### config.mk
export PLATFORM = sky130hd
export DESIGN_NAME = lb_cmd_master
export DESIGN_NICKNAME = d
export VERILOG_FILES = /design/src/rtl/lb_cmd_master_pkg.sv /design/src/rtl/lb_tx_serializer.sv /design/src/rtl/lb_cmd_master.sv
export SDC_FILE = /design/constraint.sdc
export NUM_CORES = 1
export LEC_CHECK = 0
export ABC_AREA = 0
export CORE_MARGIN = 3
export CORE_UTILIZATION = 30
export DETAILED_ROUTE_END_ITERATION = 6
export PLACE_DENSITY = 0.62
export SLEW_MARGIN = 30
export SYNTH_ARGS = -nofsm -noshare
export SYNTH_HDL_FRONTEND = slang
export SYNTH_SLANG_ARGS = --single-unit
### constraint.sdc
create_clock -name clk_lb -period 3 [get_ports clk_lb]
set_input_delay 0.75 -clock clk_lb [delete_from_list [all_inputs] [get_ports clk_lb]]
set_output_delay 0.75 -clock clk_lb [all_outputs]
set_load 0.01 [all_outputs]
### src/rtl/lb_cmd_master_pkg.sv
// Shared types and constants for the lb_cmd_master local-bus initiator.
package lb_cmd_master_pkg;

  typedef enum logic [2:0] {
    ST_IDLE,
    ST_CMD_CHK,
    ST_ADDR,
    ST_WDATA,
    ST_WR,
    ST_RD,
    ST_RD_WAIT,
    ST_TX
  } state_t;

  localparam logic [3:0] CMD_WR = 4'h1;
  localparam logic [3:0] CMD_RD = 4'h2;

  localparam int ADDR_BYTES = 4;
  localparam int DATA_BYTES = 4;
  localparam int WORD_BYTES = 4;

  localparam logic [1:0] ADDR_LAST = 2'(ADDR_BYTES - 1);
  localparam logic [1:0] DATA_LAST = 2'(DATA_BYTES - 1);
  localparam logic [1:0] TX_LAST   = 2'(WORD_BYTES - 1);

  // Byte lane idx 0 is the most significant byte (frames are MSB first).
  function automatic logic [31:0] put_byte(input logic [31:0] word,
                                           input logic [1:0]  idx,
                                           input logic [7:0]  b);
    logic [31:0] r;
    r = word;
    case (idx)
      2'd0:    r[31:24] = b;
      2'd1:    r[23:16] = b;
      2'd2:    r[15:8]  = b;
      default: r[7:0]   = b;
    endcase
    return r;
  endfunction

endpackage

### src/rtl/lb_tx_serializer.sv
// Loads a 32-bit word and emits it as 4 bytes, MSB first, over a valid/ready byte link.
module lb_tx_serializer
  import lb_cmd_master_pkg::*;
(
  input  logic        clk_lb,
  input  logic        reset,
  input  logic        load,
  input  logic [31:0] word,
  input  logic        tx_ready,
  output logic [7:0]  tx_d,
  output logic        tx_valid,
  output logic        last_hs
);

  logic [31:0] shreg;
  logic [1:0]  cnt;

  always_ff @(posedge clk_lb) begin
    if (!reset) begin
      shreg    <= '0;
      cnt      <= '0;
      tx_valid <= 1'b0;
    end else if (load) begin
      shreg    <= word;
      cnt      <= '0;
      tx_valid <= 1'b1;
    end else if (tx_valid && tx_ready) begin
      shreg <= {shreg[23:0], 8'h00};
      cnt   <= cnt + 2'd1;
      if (cnt == TX_LAST) tx_valid <= 1'b0;
    end
  end

  assign tx_d    = shreg[31:24];
  assign last_hs = tx_valid && tx_ready && (cnt == TX_LAST);

endmodule

### src/rtl/lb_cmd_master.sv
// lb_cmd_master: turns host command bytes into lb_wr/lb_rd strobes and returns read data as bytes.
// Define LB_CMD_MASTER_BURST_EN to accept multi-word commands (cmd[7:4] = word count - 1).
module lb_cmd_master
  import lb_cmd_master_pkg::*;
#(
  parameter logic [15:0] timeout_len  = 16'd255,
  parameter logic [31:0] timeout_data = 32'hDEADBEEF
) (
  input  logic        clk_lb,
  input  logic        reset,
  input  logic [7:0]  rx_d,
  input  logic        rx_valid,
  output logic        rx_ready,
  output logic [7:0]  tx_d,
  output logic        tx_valid,
  input  logic        tx_ready,
  output logic        lb_wr,
  output logic        lb_rd,
  output logic [31:0] lb_addr,
  output logic [31:0] lb_wr_d,
  input  logic [31:0] lb_rd_d,
  input  logic        lb_rd_rdy,
  output logic        busy,
  output logic        err_pulse
);

  state_t      state, state_next;
  logic [7:0]  cmd;
  logic [1:0]  byte_cnt;
  logic [15:0] to_cnt;
  logic [3:0]  words_left;
  logic [3:0]  burst_len;
  logic        rx_hs, cmd_ok, cmd_is_rd, more_words;
  logic        rd_take, rd_expire, tx_load, tx_last_hs;

  assign rx_hs      = rx_valid && rx_ready;
  assign cmd_is_rd  = (cmd[3:0] == CMD_RD);
  assign more_words = (words_left != 4'h0);

`ifdef LB_CMD_MASTER_BURST_EN
  assign cmd_ok    = (cmd[3:0] == CMD_WR) || (cmd[3:0] == CMD_RD);
  assign burst_len = cmd[7:4];
`else
  assign cmd_ok    = (cmd[7:4] == 4'h0) && ((cmd[3:0] == CMD_WR) || (cmd[3:0] == CMD_RD));
  assign burst_len = 4'h0;
`endif

  // Real data seen on the expiry cycle wins over the timeout.
  assign rd_take   = (state == ST_RD_WAIT) && lb_rd_rdy;
  assign rd_expire = (state == ST_RD_WAIT) && !lb_rd_rdy && (to_cnt == timeout_len);
  assign tx_load   = rd_take || rd_expire;
  assign err_pulse = ((state == ST_CMD_CHK) && !cmd_ok) || rd_expire;

  lb_tx_serializer u_tx (
    .clk_lb   (clk_lb),
    .reset    (reset),
    .load     (tx_load),
    .word     (lb_rd_rdy ? lb_rd_d : timeout_data),
    .tx_ready (tx_ready),
    .tx_d     (tx_d),
    .tx_valid (tx_valid),
    .last_hs  (tx_last_hs)
  );

  always_comb begin
    // NOTE: default first so no path leaves state_next unassigned (avoids a latch).
    state_next = state;
    case (state)
      ST_IDLE:    if (rx_hs) state_next = ST_CMD_CHK;
      ST_CMD_CHK: state_next = cmd_ok ? ST_ADDR : ST_IDLE;
      ST_ADDR:    if (rx_hs && byte_cnt == ADDR_LAST) state_next = cmd_is_rd ? ST_RD : ST_WDATA;
      ST_WDATA:   if (rx_hs && byte_cnt == DATA_LAST) state_next = ST_WR;
      ST_WR:      state_next = more_words ? ST_WDATA : ST_IDLE;
      ST_RD:      state_next = ST_RD_WAIT;
      ST_RD_WAIT: if (tx_load) state_next = ST_TX;
      ST_TX:      if (tx_last_hs) state_next = more_words ? ST_RD : ST_IDLE;
      default:    state_next = ST_IDLE;
    endcase
  end

  // Strobes and handshakes are registered from state_next so they track the state
  // exactly, yet all read 0 in the cycle after a reset edge.
  always_ff @(posedge clk_lb) begin
    if (!reset) begin
      state      <= ST_IDLE;
      rx_ready   <= 1'b0;
      busy       <= 1'b0;
      lb_wr      <= 1'b0;
      lb_rd      <= 1'b0;
      lb_addr    <= '0;
      lb_wr_d    <= '0;
      cmd        <= '0;
      byte_cnt   <= '0;
      to_cnt     <= '0;
      words_left <= '0;
    end else begin
      // NOTE: non-blocking updates so every read in this block sees the pre-edge value.
      state    <= state_next;
      rx_ready <= (state_next inside {ST_IDLE, ST_ADDR, ST_WDATA});
      busy     <= (state_next != ST_IDLE);
      lb_wr    <= (state_next == ST_WR);
      lb_rd    <= (state_next == ST_RD);

      if (state == ST_IDLE && rx_hs) cmd <= rx_d;

      if (state == ST_CMD_CHK) begin
        byte_cnt   <= '0;
        words_left <= burst_len;
      end

      if (state == ST_ADDR && rx_hs) begin
        lb_addr  <= put_byte(lb_addr, byte_cnt, rx_d);
        byte_cnt <= byte_cnt + 2'd1;
      end

      if (state == ST_WDATA && rx_hs) begin
        lb_wr_d  <= put_byte(lb_wr_d, byte_cnt, rx_d);
        byte_cnt <= byte_cnt + 2'd1;
      end

      // Next burst word: the address steps only once the current word is finished.
      if ((state == ST_WR && more_words) || (state == ST_TX && tx_last_hs && more_words)) begin
        lb_addr    <= lb_addr + 32'd4;
        words_left <= words_left - 4'd1;
      end

      if (state == ST_RD)           to_cnt <= '0;
      else if (state == ST_RD_WAIT) to_cnt <= to_cnt + 16'd1;
    end
  end

endmodule

==> impl_results.md, run 1 <==
- DP Wirelength: 13.2 mm
- Row count: 52
- H-tree depth: 4
- Die W: 152 um
- CP top delay family: simple AND/OR/NAND/NOR gates
- Post-layout util: 41.3%
- Final period utilization: 94.7%
- Sequential cell area fraction in the yosys report: 42.8%
- Max-cap check violation count: 0
- Met2 routed WL: 8.84 mm
- Ys async rst share: 0%
- Setup_tns: 0 ps
- CTS Sinks: 136
- Post-synth top area share: 42.8%
- Switching Fraction: 26.5%
- Layout cells sized above 1: 8.28%
- Starting Density: 31.0%
- Placed cell areas: 7900 um^2
- Number of global-route vias before repair: 5854
- Outcome: completed
- First-pass GRT wire length: 30.8 mm
- Flip-flop and latch count after synthesis: 136
- Clock power share: 49.6%
- Routed WL per cell: 16.3 um
- Die Height: 152 um
- Initial DRC count: 406
- Top cells by count, synth: 136 x dfxtp_1, 123 x nand2_1, 80 x a21oi_1
- Vias: 6263
- Critical path type: reg2out
- Max Fanout on Critical Path: 3
- Synth warnings: 0
- Design area: 8500 um^2
- Worst-Margin Slew: 624 ps
- Nature of the critical path startpoint: flip-flop
- Synthesized instance count: 798
- Crit path DAT: 2090 ps
- Cell area after synthesis: 6370 um^2
- Core area: 20600 um^2
- GR Overflow Total: 0
- Hold Crit Class: reg2reg
- Die area: 23000 um^2
- Final GP Congestion: 0.827
- Netlist cell types: 58
- RSZ-0062 raised after global routing: no
- Fmax: 352 MHz
- Pwr per Cell Area: 487 nW/um^2
- Drt drc: 0
- Setup crit end kind: primary output
- Slew HR: 58.1%
- CTS root buf: clkbuf_16
- Port buffer count: 122
- Endpoints failing hold: 0
- Initial antenna violation count: 0
- Switch Pwr: 1.09 mW
- Top cell type by total area after synthesis: dfxtp_1
- Final max-slew violation count: 0
- I/O pin total: 123
- Synth Net Count: 853
- Sequential Power Share: 44.4%
- Worst Path Buf+Inv: 1
- Post-CTS Hold Buffers: 0
- Tmin final: 2840 ps
- CTS tree: built
- Most common cell in the netlist: dfxtp_1
- Most used DFF post-synth: dfxtp_1
- TritonCTS Buffers: 17
- Layout overhead on the synthesized area: 33.4%
- WL met1: 9.18 mm
- Comb power frac: 6.0%
- Pleak: 2.93 nW
- Pin count of the biggest net entering global routing: 52
- Fin nets: 960
- GRT Resource Usage Total: 16.8%
- Number of synthesized flops with an enable pin: 0
- Ranking of synthesized cells by area: dfxtp_1 43%, nand2_1 7.2%, a21oi_1 6.3%
- Internal: 3.04 mW
- Antenna diodes: 0
- Highest routed metal layer: met4
- Total power: 4.14 mW
- Router iterations before antenna repair: 5
- CP Cell Sequence: or4_1 -> nor4_2 -> o22ai_2 -> dlygate4sd2_1
- Worst-Skew Late Latency: 420 ps
- Clk slew on worst S/H paths: 70 ps
- Crit-path slowest cell: or4_1
- Final WL: 19.3 mm
- Via density: 5.27
- Worst vdd ir: 0.000357 V
- Clock skew: 11.7 ps
- Endpoints failing setup: 0
- Worst EP required: 2250 ps
- Slowest stage delay, CP: 580 ps
- Post-DRT Antenna Nets: 0
- Max Root-Sink Buffers: 2
- Syn Area/Cell: 7.98 um^2
- WL met3: 1.07 mm
-- per-stage QoR --
| step | instances | hold slack, ps | setup slack, ps |
|---|---|---|---|
| 6_report | 1188 | 453 | 159 |
| 5_1_grt | 1188 | 477 | 76.5 |
| 4_1_cts | 1188 | 457 | 130 |
| 3_5_place_dp | 1156 | 448 | -130 |
| 3_3_place_gp | 1156 | 442 | -130 |
| 2_1_floorplan | 798 | 438 | 549 |
-- worst paths after layout --
path | slack [ps] | endpoint | startpoint | depth (start not counted)
max | 160 | err_pulse | cmd[2] | 4
min | 450 | lb_wr_d[20] | lb_wr_d[20] | 2
max reg2reg | 510 | lb_addr[30] | state[0] | 7
min reg2reg | 450 | lb_wr_d[20] | lb_wr_d[20] | 2
-- cells in the final DEF (no fill, tap or decap), types with 5 or more instances in the layout --
master           count
o21a_1               7
mux2i_1             10
buf_4               32
a22oi_1              7
ha_1                10
a31oi_1             16
a211oi_1             7
clkdlybuf4s50_1    121
nand3_1             66
nand4_1              8
inv_1               16
and2_1               5
nor4_1               7
o21ai_0             36
o311a_1              7
or3_1                5
inv_8                7
a311oi_1             5
and3_1              16
o31ai_1             13
xor2_1               5
nand2_1            123
xnor2_1             10
nor2_1              44
a21oi_1             80
clkbuf_16           17
dfxtp_1            135
nor3_1              31
-- registers in the layout (all words and copies together), names as in the netlist --
name,flops
busy,1
byte_cnt,2
cmd,8
lb_addr,32
lb_rd,1
lb_wr,1
lb_wr_d,32
rx_ready,1
state,3
to_cnt,16
u_tx.cnt,2
u_tx.shreg,32
u_tx.tx_valid,1
words_left,4
-- cell families after synthesis --
| family | share of synthesized area [%] |
|---|---|
| simple gates | 25.0 |
| compound gates | 21.1 |
| flops | 42.8 |
| buf+inv | 5.60 |
| xor+xnor | 2.06 |
| mux | 1.57 |
| fa+ha+maj | 1.96 |
-- worst min-delay path, cell delays in order, from the launching register on --
cell and delay, ps:
dfxtp_1 310, nand2_1 50, a21oi_1 50
-- area by class of cell --
class,count,area [um^2]
Tap cell,270,338
Timing Repair Buffer,155,1480
Clock buffer,17,425
Clock inverter,15,151
Sequential cell,136,2720
Fill cell,2094,12100
Inverter,18,67.6
Multi-Input combinational cell,577,3310
-- per-layer routing --
layer | track usage [%] | up-vias
li1 | - | 3096
met1 | 23.6 | 2991
met2 | 25.7 | 159
met3 | 3.84 | 17
met4 | 4.90 | 0
met5 | 0 | -
-- what timing repair did --
action / in CTS / in global routing
setup buffers: 0 / 0
resized for setup: 5 / 0
setup endpoints to repair: 1 / 0
-- power groups by stage --
stage	registers [mW]	logic, mW	clock network [mW]
after floorplan	1.87	0.119	0
after global placement	1.88	0.244	0
after detailed placement	1.88	0.244	0
after CTS	1.84	0.248	2.11
after global routing	1.84	0.268	2.17
final	1.84	0.248	2.05
(Power assumes the default switching activity.)
==> run 2: changes to the inputs <==
- ABC_AREA: 0 -> 1
- PLACE_DENSITY: 0.62 -> 0.61
==> impl_results.md, run 2 <==
- Worst-Skew Late Latency: 420 ps (about the same)
- Post-DRT Antenna Nets: 0 (unchanged)
- Min-Delay Path Depth: 2 (unchanged)
- Outcome: completed (unchanged)
- Initial antenna violation count: 0 (unchanged)
- RSZ-0062 raised after global routing: no (unchanged)
- Post-synth top area share: 36.9% (was 42.8%)
- Netlist cell types: 37 (was 58)
- Synth Net Count: 1202 (was 853)
- Max-cap check violation count: 0 (unchanged)
- Drt drc: 0 (unchanged)
- Setup_tns: 0 ps (unchanged)
- Largest regs: lb_addr x32, lb_wr_d x32, u_tx.shreg x32 (unchanged)
- Layout cells sized above 1: 7.38% (was 8.28%)
- Critical Path Start: lb_rd_rdy (was cmd[2])
- Worst Reg-to-Reg Cells: 8 (was 7)
- H-tree depth: 4 (unchanged)
- Most used DFF post-synth: dfxtp_1 (unchanged)
- Ys async rst share: 0% (unchanged)
- Final WL: 22.2 mm (was 19.3 mm)
- Clk slew on worst S/H paths: 60 ps (was 70 ps)
- Number of global-route vias before repair: 7085 (was 5854)
- Starting Density: 31.0% (about the same)
- Clock skew: 11.4 ps (was 11.7 ps)
- Reg-to-reg critical path endpoint: words_left[1] (was lb_addr[30])
- Highest routed metal layer: met4 (unchanged)
- Top cell type by total area after synthesis: dfxtp_1 (unchanged)
- Setup crit end kind: primary output (unchanged)
- Top cells by count, synth: 331 x nand2_1, 165 x nor2_1, 136 x dfxtp_1 (was 136 x dfxtp_1, 123 x nand2_1, 80 x a21oi_1)
- Placed cell areas: 8830 um^2 (was 7900 um^2)
- CTS root buf: clkbuf_16 (unchanged)
- First-pass GRT wire length: 36.4 mm (was 30.8 mm)
- Final WS setup: 128 ps (was 159 ps)
- I/O pin total: 123 (unchanged)
- Crit path DAT: 2120 ps (was 2090 ps)
- Final max-slew violation count: 0 (unchanged)
- Pwr per Cell Area: 436 nW/um^2 (was 487 nW/um^2)
- Worst EP required: 2250 ps (about the same)
- Fmax: 348 MHz (was 352 MHz)
- Endpoints failing setup: 0 (unchanged)
- Met2 routed WL: 10.2 mm (was 8.84 mm)
- Port buffer count: 122 (unchanged)
- Commonest cells after routing, fill and taps aside: 331 x nand2_1, 165 x nor2_1, 136 x dfxtp_1 (was 135 x dfxtp_1, 123 x nand2_1, 121 x clkdlybuf4s50_1)
- TritonCTS Buffers: 17 (unchanged)
- CTS tree: built (unchanged)
- Pin count of the biggest net entering global routing: 40 (was 52)
- Nature of the critical path startpoint: input pin (was flip-flop)
- WHS: 448 ps (was 453 ps)
- Number of synthesized flops with an enable pin: 0 (unchanged)
- WL met1: 10.5 mm (was 9.18 mm)
- Critical path type: in2out (was reg2out)
- Initial DRC count: 559 (was 406)
- Layout overhead on the synthesized area: 27.6% (was 33.4%)
- Core area: 23800 um^2 (was 20600 um^2)
- Worst vdd ir: 0.000313 V (was 0.000357 V)
- Endpoints failing hold: 0 (unchanged)
- Die area: 26500 um^2 (was 23000 um^2)
- Router iterations before antenna repair: 5 (unchanged)
- Via density: 4.81 (was 5.27)
- WL met3: 1.24 mm (was 1.07 mm)
- Max Fanout on Critical Path: 2 (was 3)
- Fin nets: 1303 (was 960)
- CTS Sinks: 136 (unchanged)
- Design area: 9420 um^2 (was 8500 um^2)
- Ranking of synthesized cells by area: dfxtp_1 37%, nand2_1 17%, nor2_1 8.4% (was dfxtp_1 43%, nand2_1 7.2%, a21oi_1 6.3%)
- Row count: 56 (was 52)
- Die Height: 163 um (was 152 um)
- GRT Resource Usage Total: 16.9% (was 16.8%)
- Max Root-Sink Buffers: 2 (unchanged)
- Tmin final: 2870 ps (was 2840 ps)
- Most common cell in the netlist: nand2_1 (was dfxtp_1)
- Flip-flop and latch count after synthesis: 136 (unchanged)
- Slew HR: 60.8% (was 58.1%)
- CP Capture Point: err_pulse (unchanged)
- Flop2flop setup slack: 830 ps (was 510 ps)
- Final GP Congestion: 0.898 (was 0.827)
- Total power: 4.10 mW (was 4.14 mW)
- Pleak: 3.63 nW (was 2.93 nW)
- Sequential cell area fraction in the yosys report: 36.9% (was 42.8%)
- Cell area after synthesis: 7380 um^2 (was 6370 um^2)
- Pre-CTS worst setup slack: 87.4 ps (was -130 ps)
- Post-CTS Hold Buffers: 0 (unchanged)
- Routed WL per cell: 14.0 um (was 16.3 um)
- R2R Path Start: words_left[0] (was state[0])
- DP Wirelength: 15.8 mm (was 13.2 mm)
- Hold Crit Class: reg2reg (unchanged)
- Synth warnings: 0 (unchanged)
- Die W: 163 um (was 152 um)
- Post-CTS setup buffers: 0 (unchanged)
- Commonest non-fill, non-tap cell in the layout: nand2_1 (was dfxtp_1)
- GR Overflow Total: 0 (unchanged)
- Antenna diodes: 0 (unchanged)
- Worst-Margin Slew: 587 ps (was 624 ps)
- Final period utilization: 95.7% (was 94.7%)
- Post-CTS Resized: 0 (was 5)
- Synthesized instance count: 1147 (was 798)
- Vias: 7598 (was 6263)
- Syn Area/Cell: 6.43 um^2 (was 7.98 um^2)
run 2: changes by cell type in the layout (fill, tap and decap cells not counted), sizes merged, moves of 16 or more:
cell	change
nand2	+211
nor2	+133
inv	+90
nand3	+56
nor3	-24
nand4	+17
and3	-16
buf	-16
run 2: worst min path at each step:
stage           start      to  slack [ps]
3_5_place_dp   cmd[2]  cmd[2]         440
5_1_grt        cmd[5]  cmd[5]         470
6_report       cmd[4]  cmd[4]         450
2_1_floorplan  cmd[4]  cmd[4]         420
3_3_place_gp   cmd[2]  cmd[2]         430
4_1_cts        cmd[2]  cmd[2]         450
run 2: critical path, cell delays in order:
cell and delay, ps:
clkdlybuf4s50_1 470, nor2_1 150, nand3_2 100, nand2_1 110, clkdlybuf4s50_1 550
run 2: where the power goes:
part           switching, mW  internal (mW)  leakage, nW  total, mW
sequential           0.00778           1.82         1.10       1.83
combinational          0.109         0.0847         2.25      0.194
clock                  0.879           1.21        0.283       2.09
total                  0.996           3.11         3.63       4.10
run 2: layer usage:
layer / GRT usage [%] / vias to the layer above
li1: - / 3869
met1: 23.2 / 3502
met2: 27.3 / 207
met3: 3.10 / 20
met4: 4.77 / 0
met5: 0 / -
run 2: cell type report:
cell class	instances	area (um^2)
Clock buffer	19	453
Clock inverter	13	135
Fill cell	2527	14400
Inverter	112	425
Multi-Input combinational cell	842	3920
Sequential cell	136	2720
Tap cell	319	399
Timing Repair Buffer	139	1360
run 2: logic make-up after synthesis:
| logic type | Yosys count | share of synthesized area [%] |
|---|---|---|
| flip-flops | 136 | 36.9 |
| XOR/XNOR | 13 | 1.54 |
| buffers and inverters | 169 | 9.99 |
| AND/OR/NAND/NOR | 675 | 39.7 |
| AO/OA/AOI/OAI | 144 | 10.2 |
| adder cells (fa/ha/maj) | 10 | 1.70 |
run 2: per-stage QoR:
step	util, %	cells
floorplan	-	1147
global placement	37.1	1548
detailed placement	37.1	1548
CTS	39.5	1580
global route	39.5	1580
finish	39.5	1580
==> run 3: changes to the inputs <==
- PLACE_DENSITY: 0.61 -> 0.58
==> impl_results.md, run 3 (synthesized netlist as in run 2, its figures left out) <==
- Final period utilization: 95.5% (was 95.7%)
- Post-DRT Antenna Nets: 0 (unchanged)
- H-tree depth: 4 (unchanged)
- Pwr per Cell Area: 429 nW/um^2 (was 436 nW/um^2)
- Post-CTS Hold Buffers: 0 (unchanged)
- Worst-Skew Late Latency: 420 ps (about the same)
- Max Root-Sink Buffers: 2 (unchanged)
- Largest regs: lb_addr x32, lb_wr_d x32, u_tx.shreg x32 (unchanged)
- Port buffer count: 122 (unchanged)
- I/O pin total: 123 (unchanged)
- Nature of the critical path startpoint: input pin (unchanged)
- Clk slew on worst S/H paths: 60 ps (about the same)
- Crit path DAT: 2110 ps (was 2120 ps)
- CTS Sinks: 136 (unchanged)
- Endpoints failing setup: 0 (unchanged)
- Pre-CTS worst setup slack: 140 ps (was 87.4 ps)
- Vias: 7392 (was 7598)
- Worst EP required: 2250 ps (about the same)
- Tmin final: 2860 ps (was 2870 ps)
- CTS tree: built (unchanged)
- DP Wirelength: 15.8 mm (about the same)
- Outcome: completed (unchanged)
- Core area: 23800 um^2 (unchanged)
- Endpoints failing hold: 0 (unchanged)
- Final WS setup: 136 ps (was 128 ps)
- Post-CTS Resized: 0 (unchanged)
- Commonest cells after routing, fill and taps aside: 331 x nand2_1, 165 x nor2_1, 136 x dfxtp_1 (unchanged)
- Fin nets: 1303 (unchanged)
- TritonCTS Buffers: 17 (unchanged)
- Critical path type: in2out (unchanged)
- Setup_tns: 0 ps (unchanged)
- Commonest non-fill, non-tap cell in the layout: nand2_1 (unchanged)
- Hold Crit Class: reg2reg (unchanged)
- Router iterations before antenna repair: 5 (unchanged)
- Max Fanout on Critical Path: 2 (unchanged)
- Slew HR: 60.1% (was 60.8%)
- Post-layout util: 39.4% (was 39.5%)
- Pin count of the biggest net entering global routing: 39 (was 40)
- Layout cells sized above 1: 7.14% (was 7.38%)
- Final max-slew violation count: 0 (unchanged)
- Initial DRC count: 561 (was 559)
- GRT Resource Usage Total: 16.6% (was 16.9%)
- Row count: 56 (unchanged)
- Worst-Margin Slew: 597 ps (was 587 ps)
- Clock skew: 15.7 ps (was 11.4 ps)
- Die W: 163 um (unchanged)
- Final WL: 22.0 mm (was 22.2 mm)
- Number of global-route vias before repair: 6855 (was 7085)
- Final GP Congestion: 0.873 (was 0.898)
- CTS root buf: clkbuf_16 (unchanged)
- Worst vdd ir: 0.000305 V (was 0.000313 V)
- Routed WL per cell: 13.9 um (was 14.0 um)
- Layout overhead on the synthesized area: 27.1% (was 27.6%)
- Max-cap check violation count: 0 (unchanged)
- Fmax: 349 MHz (was 348 MHz)
- Via density: 4.68 (was 4.81)
- Post-CTS setup buffers: 0 (unchanged)
- Antenna diodes: 0 (unchanged)
- Initial antenna violation count: 0 (unchanged)
- First-pass GRT wire length: 35.7 mm (was 36.4 mm)
- Pleak: 3.60 nW (was 3.63 nW)
- Drt drc: 0 (unchanged)
- Die area: 26500 um^2 (unchanged)
- GR Overflow Total: 0 (unchanged)
- Die Height: 163 um (unchanged)
- RSZ-0062 raised after global routing: no (unchanged)
- Starting Density: 31.0% (unchanged)
- Setup crit end kind: primary output (unchanged)
run 3: changes by cell type in the layout (fill, tap and decap cells not counted), sizes merged:
cell / before / now
clkinvlp: 2 / 4
inv: 117 / 114
run 3: per-stage QoR:
step	hold WS [ps]	instances	area [um^2]	total power [mW]
finish	443	1579	9380	4.02
global route	467	1579	9380	4.15
CTS	444	1579	9380	4.06
detailed placement	435	1548	8830	2.05
global placement	430	1548	8830	2.05
floorplan	424	1147	7380	1.94
run 3: area by class of cell:
| cell class | count | area [um^2] |
|---|---|---|
| Tap cell | 319 | 399 |
| Clock buffer | 19 | 433 |
| Sequential cell | 136 | 2720 |
| Inverter | 112 | 425 |
| Fill cell | 2569 | 14400 |
| Timing Repair Buffer | 139 | 1360 |
| Multi-Input combinational cell | 842 | 3920 |
| Clock inverter | 12 | 121 |
run 3: report_power, final:
group	total, mW	internal (mW)	leakage, nW	switching (mW)
clock network	2.01	1.15	0.256	0.863
registers	1.83	1.82	1.10	0.00782
logic	0.187	0.0804	2.25	0.106
run 3: final timing paths:
check / endpoint / startpoint / cells after the start / slack, ps
setup reg to reg: lb_addr[6] / words_left[0] / 11 / 890
setup / recovery: err_pulse / lb_rd_rdy / 5 / 140
hold / removal: cmd[2] / cmd[2] / 2 / 440
hold reg to reg: cmd[2] / cmd[2] / 2 / 440
run 3: critical path: stages:
cell and delay (ps):
clkdlybuf4s50_1 440, nor2_1 140, nand3_2 90, nand2_1 120, clkdlybuf4s50_1 560
run 3: routing by layer:
| layer | part of all wire (%) | track usage [%] | up-vias |
|---|---|---|---|
| met4 | 1.0 | 4.15 | 0 |
| met2 | 46 | 26.0 | 148 |
| met1 | 49 | 23.4 | 3367 |
| met5 | 0 | 0 | - |
| met3 | 4.4 | 3.41 | 18 |
| li1 | - | - | 3859 |
